==> src/rtl/uart_pkg.sv <==
// Shared types and constants for the UART receive path.
package uart_pkg;

  typedef enum logic [1:0] {
    StIdle,
    StStart,
    StData,
    StStop
  } rx_state_e;

  localparam int unsigned OVS_DEFAULT = 16;

  // Tick index at the centre of the start bit for a given oversampling ratio.
  function automatic int unsigned mid_tick_of(input int unsigned ovs);
    return ovs / 2 - 1;
  endfunction

  localparam int unsigned MID_TICK = OVS_DEFAULT / 2 - 1;

endpackage

==> src/rtl/uart_rx_sync.sv <==
// Two-flop synchronizer for the asynchronous serial line; resets to the idle (high) level.
module uart_rx_sync (
  input  logic clk,
  input  logic rst,
  input  logic d,
  output logic q
);

  logic meta_q;
  logic sync_q;

  // Shift the raw line through two flops to settle metastability.
  always_ff @(posedge clk) begin
    if (rst) begin
      meta_q <= 1'b1;
      sync_q <= 1'b1;
    end else begin
      meta_q <= d;
      sync_q <= meta_q;
    end
  end

  assign q = sync_q;

endmodule

==> src/rtl/uart_rx_framer.sv <==
// UART receive framer: oversampled start/data/stop detection with a one-word holding register
// and sticky frame/overrun error flags.
module uart_rx_framer
  import uart_pkg::*;
#(
  parameter int unsigned DATA_BITS = 8,
  parameter int unsigned OVS       = OVS_DEFAULT
) (
  input  logic                 clk,
  input  logic                 rst,
  input  logic                 baud_tick,
  input  logic                 UxRX,
  input  logic                 rd_en,
  input  logic                 err_clr,
  output logic [DATA_BITS-1:0] rx_data,
  output logic                 UxRXIF,
  output logic                 frame_err,
  output logic                 overrun_err,
  output logic                 rx_busy
);

  localparam int unsigned TW = (OVS > 1) ? $clog2(OVS) : 1;
  localparam int unsigned BW = (DATA_BITS > 1) ? $clog2(DATA_BITS) : 1;

  localparam logic [TW-1:0] TickLast = TW'(OVS - 1);
  localparam logic [TW-1:0] TickMid  = TW'(mid_tick_of(OVS));
  localparam logic [BW-1:0] BitLast  = BW'(DATA_BITS - 1);

  logic rxs;

  rx_state_e            state_q;
  logic [TW-1:0]        tick_q;
  logic [BW-1:0]        bit_q;
  logic [DATA_BITS-1:0] shift_q;
  logic [DATA_BITS-1:0] rx_data_q;
  logic                 rxif_q;
  logic                 frame_err_q;
  logic                 overrun_q;

  uart_rx_sync u_sync (
    .clk (clk),
    .rst (rst),
    .d   (UxRX),
    .q   (rxs)
  );

  // Receive FSM, holding register and sticky flags. Later assignments in this block take
  // priority: an error set beats err_clr, and a completion load beats a same-cycle pop.
  always_ff @(posedge clk) begin
    if (rst) begin
      state_q     <= StIdle;
      tick_q      <= '0;
      bit_q       <= '0;
      shift_q     <= '0;
      rx_data_q   <= '0;
      rxif_q      <= 1'b0;
      frame_err_q <= 1'b0;
      overrun_q   <= 1'b0;
    end else begin
      if (rd_en && rxif_q) begin
        rxif_q <= 1'b0;
      end
      if (err_clr) begin
        frame_err_q <= 1'b0;
        overrun_q   <= 1'b0;
      end
      if (baud_tick) begin
        unique case (state_q)
          StIdle: begin
            if (!rxs) begin
              state_q <= StStart;
              tick_q  <= '0;
            end
          end
          StStart: begin
            if (tick_q == TickMid) begin
              tick_q  <= '0;
              bit_q   <= '0;
              // A high line at the start-bit centre was only a glitch.
              state_q <= rxs ? StIdle : StData;
            end else begin
              tick_q <= tick_q + 1'b1;
            end
          end
          StData: begin
            if (tick_q == TickLast) begin
              tick_q  <= '0;
              shift_q <= {rxs, shift_q[DATA_BITS-1:1]};
              if (bit_q == BitLast) begin
                bit_q   <= '0;
                state_q <= StStop;
              end else begin
                bit_q <= bit_q + 1'b1;
              end
            end else begin
              tick_q <= tick_q + 1'b1;
            end
          end
          StStop: begin
            if (tick_q == TickLast) begin
              // Return at the stop-bit centre so a following start edge is not missed.
              tick_q  <= '0;
              state_q <= StIdle;
              if (!rxs) begin
                frame_err_q <= 1'b1;
              end
              if (rxif_q && !rd_en) begin
                overrun_q <= 1'b1;
              end else begin
                rx_data_q <= shift_q;
                rxif_q    <= 1'b1;
              end
            end else begin
              tick_q <= tick_q + 1'b1;
            end
          end
          default: state_q <= StIdle;
        endcase
      end
    end
  end

  assign rx_data     = rx_data_q;
  assign UxRXIF      = rxif_q;
  assign frame_err   = frame_err_q;
  assign overrun_err = overrun_q;
  assign rx_busy     = (state_q != StIdle);

endmodule

==> config.mk <==
export PLATFORM = sky130hd
export DESIGN_NAME = uart_rx_framer
export DESIGN_NICKNAME = d
export VERILOG_FILES = /design/src/rtl/uart_pkg.sv /design/src/rtl/uart_rx_sync.sv /design/src/rtl/uart_rx_framer.sv
export SDC_FILE = /design/constraint.sdc
export NUM_CORES = 1
export LEC_CHECK = 0
export ABC_CLOCK_PERIOD_IN_PS = 3100
export BUFFER_PORTS_ARGS = -buffer_cell sky130_fd_sc_hd__buf_4
export CAP_MARGIN = 20
export CORE_MARGIN = 2
export CORE_UTILIZATION = 62
export CTS_BUF_LIST = sky130_fd_sc_hd__clkbuf_4 sky130_fd_sc_hd__clkbuf_8
export DETAILED_ROUTE_END_ITERATION = 8
export GPL_TIMING_DRIVEN = 0
export PLACE_DENSITY = 0.85
export SKIP_LAST_GASP = 1
export SLEW_MARGIN = 20
export SYNTH_ARGS = -nofsm -noshare
export SYNTH_HDL_FRONTEND = slang
export SYNTH_SLANG_ARGS = --single-unit
export TNS_END_PERCENT = 30
==> constraint.sdc <==
create_clock -name clk -period 3.1 [get_ports clk]
set_input_delay 0.155 -clock clk [delete_from_list [all_inputs] [get_ports clk]]
set_output_delay 0.155 -clock clk [all_outputs]
set_load 0.05 [all_outputs]
==> impl_metrics.prom <==
# TYPE chip_impl_metric gauge
chip_impl_info{name="result_of_the_run",value="finished clean"} 1
chip_impl_metric{name="power_density",unit="nW/um^2"} 438.0
chip_impl_metric{name="skew",unit="ns"} 0.002093
chip_impl_info{name="worstHoldPathType",value="in -> reg"} 1
chip_impl_metric{name="synth_net_count",unit=""} 141
chip_impl_metric{name="drt_initial_violations",unit=""} 14
chip_impl_metric{name="area_grow_syn2layout",unit="%"} 18.40
chip_impl_metric{name="first_global_vias",unit=""} 932
chip_impl_metric{name="ant_nets",unit=""} 0
chip_impl_metric{name="worstHoldPathCells",unit=""} 3
chip_impl_info{name="synth_top_cell_by_area",value="dfxtp_1"} 1
chip_impl_info{name="synthTopCellsByCount",value="dfxtp_1 (30), nor2_1 (24), mux2i_1 (20)"} 1
chip_impl_metric{name="clk_latency",unit="ns"} 0.33
chip_impl_info{name="critPathLaunchType",value="register"} 1
chip_impl_metric{name="preCtsSetupSlack",unit="ns"} 1.417
chip_impl_metric{name="number_of_flops_mapped_to_enable_cells_by_yosys",unit=""} 0
chip_impl_metric{name="die_width",unit="um"} 49.42
chip_impl_metric{name="whs",unit="ns"} 0.1288
chip_impl_metric{name="detail_route.drc_violations",unit=""} 0
chip_impl_metric{name="hpwl_reported_at_the_end_of_detailed_placement",unit="um"} 1710
chip_impl_metric{name="synthCells",unit=""} 132
chip_impl_info{name="ys_dominant_reg_cell",value="dfxtp_1"} 1
chip_impl_metric{name="wp_data_arrival",unit="ns"} 1.92
chip_impl_metric{name="clk_path_buf_depth",unit=""} 2
chip_impl_metric{name="post_drt_wl_per_cell",unit="um"} 12.85
chip_impl_info{name="cts_root_buffer",value="clkbuf_4"} 1
chip_impl_metric{name="synth-seq-cells",unit=""} 30
chip_impl_metric{name="cts-buffers-inserted",unit=""} 5
chip_impl_metric{name="post_cts.resized_instances",unit=""} 0
chip_impl_metric{name="tns",unit="ns"} 0
chip_impl_metric{name="rows",unit=""} 16
chip_impl_metric{name="clk_transition_reported_paths",unit="ns"} 0.09
chip_impl_metric{name="final_layout_size_suffix_gt1_frac",unit=""} 0.2342
chip_impl_metric{name="netlist_area",unit="um^2"} 1279
chip_impl_metric{name="sink_count_of_the_clock_tree",unit=""} 30
chip_impl_metric{name="netlist-cell-type-count",unit=""} 34
chip_impl_metric{name="global_route.usage.total",unit=""} 0.2198
chip_impl_metric{name="max_cap_viols",unit=""} 0
chip_impl_metric{name="design.die.area",unit="um^2"} 2442
chip_impl_metric{name="hold_viol",unit=""} 0
chip_impl_info{name="critical_path.endpoint_type",value="register"} 1
chip_impl_metric{name="cp_max_fo",unit=""} 8
chip_impl_metric{name="antenna-diode-count",unit=""} 0
chip_impl_metric{name="cp_data_required_time",unit="ns"} 3.31
chip_impl_metric{name="nNetsFinal",unit=""} 166
chip_impl_metric{name="cts.repair_timing.setup_buffer_count",unit=""} 0
chip_impl_metric{name="synth.avg_cell_area",unit="um^2"} 9.687
chip_impl_info{name="critical_path_class",value="reg -> reg"} 1
chip_impl_metric{name="buffer_ports.inserted",unit=""} 17
chip_impl_metric{name="peak_ir_drop_on_the_vdd_network",unit="mV"} 0.4561
chip_impl_metric{name="sequential_area_share_after_synthesis",unit=""} 0.4697
chip_impl_info{name="tritoncts",value="yes"} 1
chip_impl_metric{name="total_power",unit="mW"} 0.6631
chip_impl_metric{name="fin_ws",unit="ns"} 1.386
chip_impl_metric{name="worst_r2r_path_depth",unit=""} 5
chip_impl_metric{name="final_setup_violating_endpoints",unit=""} 0
chip_impl_metric{name="drv_slew",unit=""} 0
chip_impl_metric{name="start_util",unit=""} 0.6518
chip_impl_metric{name="power_leakage",unit="nW"} 0.6555
chip_impl_info{name="rsz0062_at_grt",value="false"} 1
chip_impl_metric{name="timing.fmax",unit="GHz"} 0.5834
chip_impl_metric{name="slew-limit-headroom",unit=""} 0.6801
chip_impl_metric{name="pin_count",unit=""} 18
chip_impl_metric{name="tightest_slew",unit="ns"} 0.4798
chip_impl_metric{name="period_needed",unit="ns"} 1.714
chip_impl_metric{name="place_congestion",unit=""} 0.7802
chip_impl_metric{name="clock_tree.htree_level_count",unit=""} 2
chip_impl_metric{name="ys.warnings.count",unit=""} 0
chip_impl_info{name="yosys.cell_count.top_type",value="dfxtp_1"} 1
chip_impl_info{name="synth.area.top_cells",value="dfxtp_1 (47%), mux2i_1 (16%), nor2_1 (7.0%), ha_1 (2.9%), a21oi_1 (1.6%)"} 1
chip_impl_metric{name="grt_start_max_net_pins",unit=""} 11
chip_impl_metric{name="totalWireLength",unit="um"} 2378
chip_impl_metric{name="vias",unit=""} 988
chip_impl_metric{name="post-route-period-util",unit=""} 0.5529
chip_impl_metric{name="fillers",unit=""} 162
chip_impl_metric{name="detail_route.first_pass.iterations",unit=""} 4
chip_impl_metric{name="grt_pass1_wl",unit="um"} 4029
chip_impl_metric{name="core_area",unit="um^2"} 1962
chip_impl_metric{name="global_route.overflow_total",unit=""} 0
chip_impl_metric{name="ys_async_rst_share",unit=""} 0
chip_impl_metric{name="finalCoreUtilization",unit=""} 0.7717
chip_impl_metric{name="synth_largest_type_area_fraction",unit=""} 0.4697
chip_impl_metric{name="die_y",unit="um"} 49.42
chip_impl_metric{name="grt_antenna_before_repair",unit=""} 0
chip_impl_metric{name="viasPerCell",unit=""} 5.341
-- layout by cell type (no fill, tap or decap), drive strengths merged, types with 4 or more instances in the layout --
cell type  netlist  routed
a21oi            5       5
buf              4      21
inv              5       5
nor2            24      24
dfxtp           30      30
mux2i           20      20
clkbuf           4      11
o21ai            4       4
-- state kept, by name, indices dropped and copies added (netlist names), named ones only --
name and cells:
rx_data 8, shift_q 8, tick_q 4, bit_q 3, UxRXIF 1, frame_err 1
overrun_err 1, state_q 1, u_sync.meta_q 1, u_sync.q 1
-- per-stage QoR --
step	cell area (um^2)	instances
after floorplan	1279	132
after global placement	1440	176
after detailed placement	1440	176
after CTS	1514	185
after global routing	1514	185
final	1514	185
-- final cells by class --
cell class | instances | area, um^2 | share of cell area
plain buffers | 8 | 37.54 | 0.02479
clock buffers | 7 | 58.81 | 0.03884
clock inverters | 1 | 5.005 | 0.003306
inverters | 5 | 18.77 | 0.01240
multi-input cells | 89 | 621.8 | 0.4107
flip-flops and latches | 30 | 600.6 | 0.3967
well taps | 27 | 33.78 | 0.02231
repair buffers | 18 | 137.6 | 0.09091
-- repair_timing --
action,4_1_cts,5_1_grt
endpoints found under the hold margin,1,0
endpoints found under the setup margin,0,0
hold buffers,1,0
-- path summary, 6_finish.rpt --
check / start / end / slack, ns
worst max-delay path: tick_q[0]$_SDFFE_PP0P_ / rx_data[3]$_SDFFE_PP0P_ / 1.39
worst min-delay path: rst / bit_q[2]$_SDFFE_PP0P_ / 0.13
worst max register to register: tick_q[0]$_SDFFE_PP0P_ / rx_data[3]$_SDFFE_PP0P_ / 1.39
worst min register to register: u_sync.meta_q$_SDFF_PP1_ / u_sync.q$_SDFF_PP1_ / 0.41
-- cell families after synthesis --
kind of cell / Yosys count / synth area share
flip-flops: 30 / 0.4697
AO/OA/AOI/OAI: 15 / 0.07535
XOR/XNOR: 1 / 0.006851
multiplexers: 21 / 0.1654
AND/OR/NAND/NOR: 49 / 0.2094
buffers and inverters: 13 / 0.04403
adder cells (fa/ha/maj): 3 / 0.02936
-- where the power goes --
group / internal [mW] / total (mW) / switching [mW]
Combinational: 0.0105 / 0.0249 / 0.0145
Sequential: 0.387 / 0.388 / 0.00127
Clock: 0.118 / 0.250 / 0.132
Total: 0.516 / 0.663 / 0.147
-- metal layers --
metal	wire length, um	global-route usage	part of all wire
met5	0	0	0
met3	124	0.08282	0.052
met1	1075	0.2665	0.45
met4	21	0.05556	0.0088
met2	1156	0.3671	0.49
-- worst max-delay path, cell delays in order (launching register included) --
cell	delay (ns)
dfxtp_1	0.39
ha_1	0.26
and4_1	0.27
nand4_2	0.33
mux2i_1	0.28
nor2_1	0.06
(Power assumes the default switching activity.)
